==> config.mk <==
export PLATFORM = sky130hd
export DESIGN_NAME = serial_subtractor
export DESIGN_NICKNAME = d
export VERILOG_FILES = /design/src/rtl/serial_subtractor.sv
export SDC_FILE = /design/constraint.sdc
export NUM_CORES = 1
export LEC_CHECK = 0
export CORE_MARGIN = 10
export CORE_UTILIZATION = 45
export DETAILED_ROUTE_END_ITERATION = 16
export MAX_ROUTING_LAYER = met4
export PLACE_DENSITY = 0.81
export SYNTH_ARGS = -nofsm -noshare
export SYNTH_HDL_FRONTEND = slang
export SYNTH_SLANG_ARGS = --single-unit
==> constraint.sdc <==
create_clock -name clk -period 1.2 [get_ports clk]
set_input_delay 0.24 -clock clk [delete_from_list [all_inputs] [get_ports clk]]
set_output_delay 0.24 -clock clk [all_outputs]
set_load 0.005 [all_outputs]
==> src/rtl/serial_subtractor.sv <==
// Bit-serial a-b, LSB first, one full-subtractor step per clock.
// Define SERSUB_OVERFLOW_EN to add the signed overflow output.
module serial_subtractor #(
  parameter int WIDTH = 8
) (
  input  logic             clk,
  input  logic             rst,
  input  logic             start,
  input  logic [WIDTH-1:0] a,
  input  logic [WIDTH-1:0] b,
  output logic             busy,
  output logic             done,
  output logic [WIDTH-1:0] diff,
  output logic             borrow_out
`ifdef SERSUB_OVERFLOW_EN
  ,
  output logic             overflow
`endif
);

  localparam int CW = $clog2(WIDTH) + 1;

  typedef enum logic [1:0] {
    IDLE,
    SHIFT,
    DONE
  } state_t;

  state_t           state_q, state_d;
  logic [WIDTH-1:0] a_q, a_d;
  logic [WIDTH-1:0] b_q, b_d;
  logic [WIDTH-1:0] diff_q, diff_d;
  logic [CW-1:0]    cnt_q, cnt_d;
  logic             bor_q, bor_d;
  logic             bout_q, bout_d;
  logic             busy_q, busy_d;
  logic             done_q, done_d;
  logic             bit_d;
  logic             bor_nx;
`ifdef SERSUB_OVERFLOW_EN
  logic             ovf_q, ovf_d;
`endif

  assign bit_d  = a_q[0] ^ b_q[0] ^ bor_q;
  assign bor_nx = (~a_q[0] & b_q[0])
                | (~(a_q[0] ^ b_q[0]) & bor_q);

  always_comb begin
    state_d = state_q;
    a_d     = a_q;
    b_d     = b_q;
    diff_d  = diff_q;
    cnt_d   = cnt_q;
    bor_d   = bor_q;
    bout_d  = bout_q;
`ifdef SERSUB_OVERFLOW_EN
    ovf_d   = ovf_q;
`endif
    unique case (state_q)
      IDLE, DONE: begin
        state_d = IDLE;
        if (start) begin
          state_d = SHIFT;
          a_d     = a;
          b_d     = b;
          bor_d   = 1'b0;
          cnt_d   = '0;
        end
      end
      SHIFT: begin
        diff_d = {bit_d, diff_q[WIDTH-1:1]};
        a_d    = a_q >> 1;
        b_d    = b_q >> 1;
        bor_d  = bor_nx;
        cnt_d  = cnt_q + 1'b1;
        // Last bit: operand LSBs now hold the original MSBs
        if (cnt_q == CW'(WIDTH - 1)) begin
          state_d = DONE;
          bout_d  = bor_nx;
`ifdef SERSUB_OVERFLOW_EN
          ovf_d   = (a_q[0] != b_q[0]) & (bit_d != a_q[0]);
`endif
        end
      end
      default: state_d = IDLE;
    endcase
    busy_d = (state_d == SHIFT);
    done_d = (state_d == DONE);
  end

  always_ff @(posedge clk) begin
    if (rst) begin
      state_q <= IDLE;
      a_q     <= '0;
      b_q     <= '0;
      diff_q  <= '0;
      cnt_q   <= '0;
      bor_q   <= 1'b0;
      bout_q  <= 1'b0;
      busy_q  <= 1'b0;
      done_q  <= 1'b0;
`ifdef SERSUB_OVERFLOW_EN
      ovf_q   <= 1'b0;
`endif
    end else begin
      state_q <= state_d;
      a_q     <= a_d;
      b_q     <= b_d;
      diff_q  <= diff_d;
      cnt_q   <= cnt_d;
      bor_q   <= bor_d;
      bout_q  <= bout_d;
      busy_q  <= busy_d;
      done_q  <= done_d;
`ifdef SERSUB_OVERFLOW_EN
      ovf_q   <= ovf_d;
`endif
    end
  end

  assign busy       = busy_q;
  assign done       = done_q;
  assign diff       = diff_q;
  assign borrow_out = bout_q;
`ifdef SERSUB_OVERFLOW_EN
  assign overflow   = ovf_q;
`endif

endmodule

* Word-level counts from Yosys, hierarchy flattened
Cells that the tools add are included.
** Operators by class
- Add/subtract/negate cells :: 1
- Equal/unequal tests :: 6
- Mux-type cells :: 11
- Bitwise logic cells :: 7
- Reduce and logical (&&, ||, !) cells :: 5
** Operators with widths (count)
- 8-bit case mux with 2 select lines :: 2
- 8-bit 2-to-1 mux :: 2
- 4-bit case mux with 2 select lines :: 1
- 4-bit by 1-bit adder with 4-bit output, second input constant :: 1
- 2-bit by 1-bit equality test with 1-bit output, second input constant :: 2
- 2-bit equality test, second input constant :: 2
- 4-bit by 3-bit equality test with 1-bit output, second input constant :: 1
- 4-bit 2-to-1 mux :: 1
- 2-bit case mux with 2 select lines :: 1
- 2-bit AND reduction :: 2
- 1-bit AND :: 2
- 2-bit logical NOT :: 1
- 1-bit 2-to-1 mux :: 2
- 2-bit 2-to-1 mux :: 1
- 2-bit inequality test, second input constant :: 1
- 1-bit NOT :: 2
- 1-bit case mux with 2 select lines :: 1
- 2-bit nonzero test :: 1
- 2-bit OR reduction :: 1
- 1-bit XOR :: 2
- 1-bit bitwise OR :: 1
** Storage, ports and cells
- Bits in registers :: 34
- Input bits :: 19
- Output and inout port bits :: 11
- Logic and storage cells :: 39

* Longest topological paths before layout
Gate-level depths: netlist of the first run.
- Depth in word-level cells :: 5
- Depth in mapped cells :: 5
- Gate-level depth less buffers :: 5

* Worst setup path before layout of the first run
No wires, ideal clock.
- Path type :: flip-flop to flip-flop
- Start :: reg cnt_q[0]
- End :: reg bout_q, in the netlist borrow_out
- Library setup time :: 0.070 ns
- Data arrival time :: 1.060 ns
- Data required time :: 1.130 ns
- Setup slack :: 0.069 ns
- Stages on the path, launching flop included :: 5
- Buffers on the path :: 0
- Period minus slack after synthesis :: 1.131 ns
- Path through :: dfxtp_1 -> ha_1 -> nand3b_1 -> or3_1 -> a21oi_1
** Between the ends
- Cells in the longest elaborated chain, start to end :: 2
** Ends and longest elaborated chain
- start, declared :: line 33 : logic [CW-1:0] cnt_q, cnt_d;
- start signal, assigned :: line 110 : cnt_q <= cnt_d;
- 4-bit by 3-bit equality test with 1-bit output :: line 77 : if (cnt_q == CW'(WIDTH - 1)) begin
- 2-bit AND reduction (no line)
- end signal, assigned :: line 112 : bout_q <= bout_d;
- end, declared :: line 35 : logic bout_q, bout_d;
No other way between the ends.
A chain may end at the register's enable or synchronous reset.

* Worst setup path in the final report of the first run
- Start :: reg a_q[0]
- End :: reg bout_q, in the netlist borrow_out
** Between the ends
- Cells in the longest elaborated chain, start to end :: 4
- Elaborated cells between the ends (all ways) :: 6
- Classes of those cells :: bitwise: 6
** Ends and longest elaborated chain
- start, declared :: line 30 : logic [WIDTH-1:0] a_q, a_d;
- start signal, assigned :: line 94 : a_q <= '0;
- start signal, assigned :: line 107 : a_q <= a_d;
- 1-bit XOR :: line 46 : | (~(a_q[0] ^ b_q[0]) & bor_q);
- 1-bit NOT :: line 46
- 1-bit AND :: line 46
- 1-bit bitwise OR (*) :: line 46
- via bor_nx :: line 39 : logic bor_nx;
The timed path passes the listed nets; every way through them passes the cells marked *.

==> results of run 1 <==
## state kept, by name, summed over array words and instances (netlist names)
register and cells:
cnt_q 4, borrow_out 1, diff 8, done 1, b_q 8, bor_q 1
state_q 2, a_q 8, busy 1
## final timing paths
check | start | end | slack, ns | cells past startpoint
hold / removal | b[7] | b_q[7]$_SDFFE_PP0P_ | 0.46 | 3
hold reg to reg | diff[0]$_SDFFE_PP0P_ | diff[0]$_SDFFE_PP0P_ | 0.46 | 2
setup reg to reg | a_q[0]$_SDFFE_PP0P_ | borrow_out$_SDFFE_PP0P_ | 0.004 | 5
setup / recovery | a_q[0]$_SDFFE_PP0P_ | borrow_out$_SDFFE_PP0P_ | 0.004 | 5
## timing repair
action	CTS	global route
endpoints found under the setup margin	12	26
resized for setup	22	13
buffers inserted	2	0
pin swaps	1	0
## tightest hold or removal path, cell delays in order
cell and delay [ns]:
clkdlybuf4s50_1 0.40, nand2_1 0.06, a21oi_1 0.06
## stage by stage
stage	TNS [ns]	area (um2)	hold slack, ns	instances	worst slack, ns
final	0	1820	0.462	222	0.00423
after global routing	-0.0863	1820	0.471	222	-0.0564
after CTS	0	1790	0.457	222	0.00531
after detailed placement	-6.28	1710	0.454	212	-0.358
after global placement	-4.51	1710	0.442	212	-0.246
after floorplan	0	1380	0.376	152	0.0691
## placed cells by master, fill, tap and decap left out, drive strengths merged, types with 3 or more instances in the layout
cell type      instances
clkdlybuf4s50         18
dlygate4sd2            4
clkdlybuf4s15          7
a21oi                 29
nand2b                 3
nand2                 18
clkbuf                 7
a22oi                 14
buf                   14
nor2                   4
nand3                 19
dfxtp                 34
## cells by family (layout without fill, tap and decap cells)
kind of cell / count (synthesis) / count (layout) / share of synthesized area [%]
and+or+nand+nor: 52 / 52 / 18.0
AOI/OAI and AO/OA: 46 / 46 / 20.3
muxes: 2 / 2 / 1.91
DFF: 34 / 34 / 49.4
buffers and inverters: 16 / 53 / 7.99
adders and majority gates: 2 / 2 / 2.36
## power by group
group,switching [uW],leakage [uW],internal (uW)
Combinational,170,0.000354,169
Sequential,30.3,0.000282,1180
Clock,387,0.0000353,284
## layer usage
layer | wire (um) | track usage (%) | up-vias
met5 | 0 | - | -
li1 | - | - | 606
met4 | 59 | 5.98 | 0
met2 | 1660 | 21.2 | 37
met1 | 1420 | 12.7 | 575
met3 | 207 | 4.30 | 9
## cell type report
cell class	instances	area, um2
clock buffer	7	55.1
clock inverter	1	5.00
fill	264	1180
inverter	2	7.51
multi-input combinational	102	606
sequential	34	693
tap	33	41.3
timing repair buffer	43	414
==> flow_metrics.py, run 1 <==
metrics = {
    "timing": {
        "finalHoldViolCount": 0,
        "period_needed_ns": 1.20,
        "rsz0062_at_grt": "true",
        "fin_crit_sh_pct": 99.6,
        "tightest_slew_ns": 0.203,
        "finClkSkew_ns": 0.0154,
        "finalMaxSlewViolations": 0,
        "fmax_mhz": 836,
        "maxSlewHeadroom_pct": 86.4,
        "setup_viol": 0,
    },
    "drt": {
        "drtIter0Drc": 115,
        "routed_wl_um": 3350,
        "ant_nets": 0,
        "drtPass1Iterations": 4,
        "wl_per_cell_um": 15.1,
        "vias": 1227,
        "vias_per_cell": 5.53,
        "drc_errors": 0,
    },
    "worst_setup_path": {
        "path_buf_inv": 2,
        "cp_top_family": "simple AND/OR/NAND/NOR gates",
        "crit_path_max_incr_delay_ns": 0.37,
        "crit_top_cell": "inv_1",
        "slowest_stage": "or3_1",
        "worstPathRequired_ns": 1.47,
        "path_class": "flop to flop",
        "endpoint_kind": "flop",
        "start_kind": "flop",
        "path_cells": "inv_1, fa_1, inv_1, or3_1, a21oi_1",
        "worst-path-max-fanout": 2,
        "arrival_ns": 1.47,
    },
    "pwr": {
        "peakVddDrop_v": 0.000749,
        "leakage_uw": 0.000672,
        "power_density_nw_per_um2": 1220,
        "totalPowerFinal_uw": 2220,
    },
    "cts": {
        "clock_path_buffers": 2,
        "cts_root_buffer": "clkbuf_4",
        "holdBufCountCts": 0,
        "clkTransAtPathRegs_ns": 0.10,
        "clk_latency_ns": 0.35,
        "cts_tree": "built",
        "cts_inserted_buffers": 5,
        "htree_num_levels": 2,
        "cts_sinks": 34,
    },
    "synth": {
        "synth_area_leaders": "dfxtp_1 (49%), a21oi_1 (11%), a22oi_1 (7.6%), nand3_1 (6.9%), nand2_1 (4.9%)",
        "yosysUniqueCellTypes": 25,
        "synthMostInstantiatedCell": "dfxtp_1",
        "synth-edff-count": 0,
        "syn-mean-instance-area_um2": 9.06,
        "synth_area_leader_cell": "dfxtp_1",
        "synth_seq_area_share_pct": 49.4,
        "synth_commonest_cells": "dfxtp_1 (34), a21oi_1 (29), nand3_1 (19), nand2_1 (18), a22oi_1 (14)",
        "synth_area_um2": 1380,
        "syn_inst": 152,
        "async_flop_share_pct": 0,
        "yosys_warnings": 0,
        "netlist.area_leader.share_pct": 49.4,
        "synth_top_flop_cell": "dfxtp_1",
        "syn_nets": 173,
        "ys_ff_latch": 34,
    },
    "floorplanning": {
        "core_area_um2": 3000,
        "die_w_um": 75.3,
        "fp.dieArea_um2": 5670,
        "start_util_pct": 45.9,
        "die_h_um": 75.3,
        "ios": 30,
        "rows": 20,
    },
    "worst_hold_path": {
        "worstHoldPathType": "input pin to flop",
    },
    "global_route": {
        "grt_pass1_wl_um": 5410,
        "grt.total_usage_pct": 12.5,
        "antenna_found_initial": 0,
        "grt_pass1_vias": 1250,
        "grt_overflow_total": 0,
        "grt_max_degree": 20,
    },
    "final_layout": {
        "nNetsFinal": 209,
        "syn2layout_area_growth_pct": 32.2,
        "n_antenna_cell": 0,
        "drive_gt1_share_pct": 19.6,
        "final_util_pct": 60.7,
    },
    "placement": {
        "placement.io_buffers": 29,
        "gp_congestion": 0.758,
        "dpl.hpwl_um": 2320,
    },
    "run_status": {
        "status": "complete, no violations",
    },
    "run": {
        "drv_cap": 0,
    },
}
Power figures use the tool's default switching activity.
==> run 2, diff against run 1 <==
- CTS_BUF_LIST: unset -> sky130_fd_sc_hd__clkbuf_4
==> run 2 against run 1 <==
Net effect:
- non-clock buffer count grew 1
- final cell count up 0.45%
- hold slack got worse by 0.0049 ns
- via count stayed put
- critical endpoint unchanged
==> flow_metrics.py, run 2 (synthesis results as in run 1) <==
metrics = {
    "run_status": {
        "status": "complete, no violations",
    },
    "floorplanning": {
        "rows": 20,
        "start_util_pct": 45.9,
        "die_h_um": 75.3,
        "core_area_um2": 3000,
        "ios": 30,
        "die_w_um": 75.3,
        "fp.dieArea_um2": 5670,
    },
    "pwr": {
        "p_int_uw": 1600,
        "power_frac_seq_pct": 55.5,
        "p_sw_share_pct": 27.2,
        "clockPowerShare_pct": 29.1,
        "power_density_nw_per_um2": 1200,
        "p_comb_share_pct": 15.4,
        "leakage_uw": 0.000671,
        "peakVddDrop_v": 0.000723,
        "switchingPower_uw": 596,
    },
    "global_route": {
        "grt.busiest_layer": "met2",
        "antenna_found_initial": 0,
        "grt.total_usage_pct": 12.3,
        "grt_overflow_total": 0,
        "grtUsageMet2_pct": 20.8,
        "grt_use_met3_pct": 4.17,
        "grt_pass1_wl_um": 5320,
        "grt_max_degree": 20,
        "grt_util_met1_pct": 12.3,
        "grt_pass1_vias": 1248,
    },
    "drt": {
        "ant_nets": 0,
        "vias": 1227,
        "drtPass1Iterations": 4,
        "drc_errors": 0,
        "routed_wl_um": 3340,
        "drtIter0Drc": 74,
        "wl_per_cell_um": 15.0,
        "vias_per_cell": 5.50,
    },
    "cts": {
        "clkTransAtPathRegs_ns": 0.10,
        "clk_latency_ns": 0.35,
        "cts_tree": "built",
        "cts_inserted_buffers": 5,
        "cts_root_buffer": "clkbuf_4",
        "htree_num_levels": 2,
        "clock_path_buffers": 2,
        "cts_sinks": 34,
    },
    "worst_setup_path": {
        "r2r_slack_ns": 0.01,
        "rr_worst_depth": 5,
        "r2r-end": "borrow_out$_SDFFE_PP0P_",
        "setup.worst_path.start": "a_q[0]$_SDFFE_PP0P_",
        "worstPathRequired_ns": 1.48,
        "path_class": "flop to flop",
        "start_kind": "flop",
        "arrival_ns": 1.47,
        "worst-path-max-fanout": 2,
        "endpoint_kind": "flop",
        "worstReg2RegStart": "a_q[0]$_SDFFE_PP0P_",
    },
    "timing": {
        "maxSlewHeadroom_pct": 87.4,
        "fin_setup_tns_ns": 0,
        "setup_viol": 0,
        "rsz0062_at_grt": "true",
        "fmax_mhz": 841,
        "finalHoldViolCount": 0,
        "finalMaxSlewViolations": 0,
        "tightest_slew_ns": 0.189,
        "period_needed_ns": 1.19,
        "holdWs_ns": 0.457,
        "fin_crit_sh_pct": 99.1,
        "finClkSkew_ns": 0.0123,
    },
    "final_layout": {
        "n_antenna_cell": 0,
        "final_util_pct": 60.9,
        "fin_cells": 223,
        "drive_gt1_share_pct": 22.1,
        "fillers": 267,
        "syn2layout_area_growth_pct": 32.8,
        "final_area_um2": 1830,
        "mostFrequentLayoutCells": "a21oi_1 (28), dfxtp_1 (22), nand3_1 (19)",
        "mostFrequentLayoutCell": "a21oi_1",
        "nNetsFinal": 210,
    },
    "placement": {
        "placement.io_buffers": 29,
        "dpl.hpwl_um": 2320,
        "place_inst": 212,
        "place_area_um2": 1710,
        "gp_congestion": 0.758,
    },
    "worst_hold_path": {
        "min_from": "b[7]",
        "holdPathStages": 3,
        "whs_endpoint": "b_q[7]$_SDFFE_PP0P_",
        "worstHoldPathType": "input pin to flop",
    },
    "run": {
        "drv_cap": 0,
    },
}
[run 2: repair_timing]
item                                    in CTS  in global routing
buffers inserted                             1                  2
endpoints found under the hold margin        0                  0
gates resized for setup                     21                 19
endpoints found under the setup margin      12                 27
pin swaps                                    1                  2
hold buffers                                 0                  0
[run 2: worst max-delay path: stages (launching register included)]
cell	delay [ns]
dfxtp_2	0.34
inv_2	0.05
fa_2	0.19
inv_1	0.05
or3_1	0.37
a21oi_1	0.12
[run 2: routing by layer]
metal  vias to the layer above  share of wire (%)
met5                         -                  0
met4                         0                1.9
met3                         8                6.2
met2                        36                 51
met1                       573                 41
li1                        610                  -
[run 2: layout make-up]
type | count | area [um2] | area share, %
well taps | 33 | 41.3 | 2.26
flip-flops and latches | 34 | 696 | 38.0
clock inverters | 2 | 8.76 | 0.479
multi-input cells | 102 | 608 | 33.2
inverters | 2 | 7.51 | 0.410
clock buffers | 6 | 45.0 | 2.46
repair buffers | 44 | 423 | 23.1
[run 2: worst max-delay path by stage]
stage / to / slack (ns)
floorplan: borrow_out$_SDFFE_PP0P_ / 0.07
global placement: b_q[4]$_SDFFE_PP0P_ / -0.25
detailed placement: b_q[5]$_SDFFE_PP0P_ / -0.36
CTS: diff[7] / 0.003
global route: borrow_out$_SDFFE_PP0P_ / -0.04
finish: borrow_out$_SDFFE_PP0P_ / 0.01
[run 2: power groups by stage]
stage | clock (uW) | combinational (uW) | sequential, uW
after floorplan | 0 | 208 | 1230
after global placement | 0 | 311 | 1230
after detailed placement | 0 | 328 | 1230
after CTS | 641 | 324 | 1210
after global routing | 679 | 373 | 1220
final | 639 | 338 | 1220
[run 2: metrics by stage]
| stage | worst slack (ns) | power (uW) |
|---|---|---|
| final | 0.0109 | 2190 |
| after global routing | -0.0410 | 2270 |
| after CTS | 0.00278 | 2170 |
| after detailed placement | -0.358 | 1560 |
| after global placement | -0.246 | 1540 |
| after floorplan | 0.0691 | 1440 |
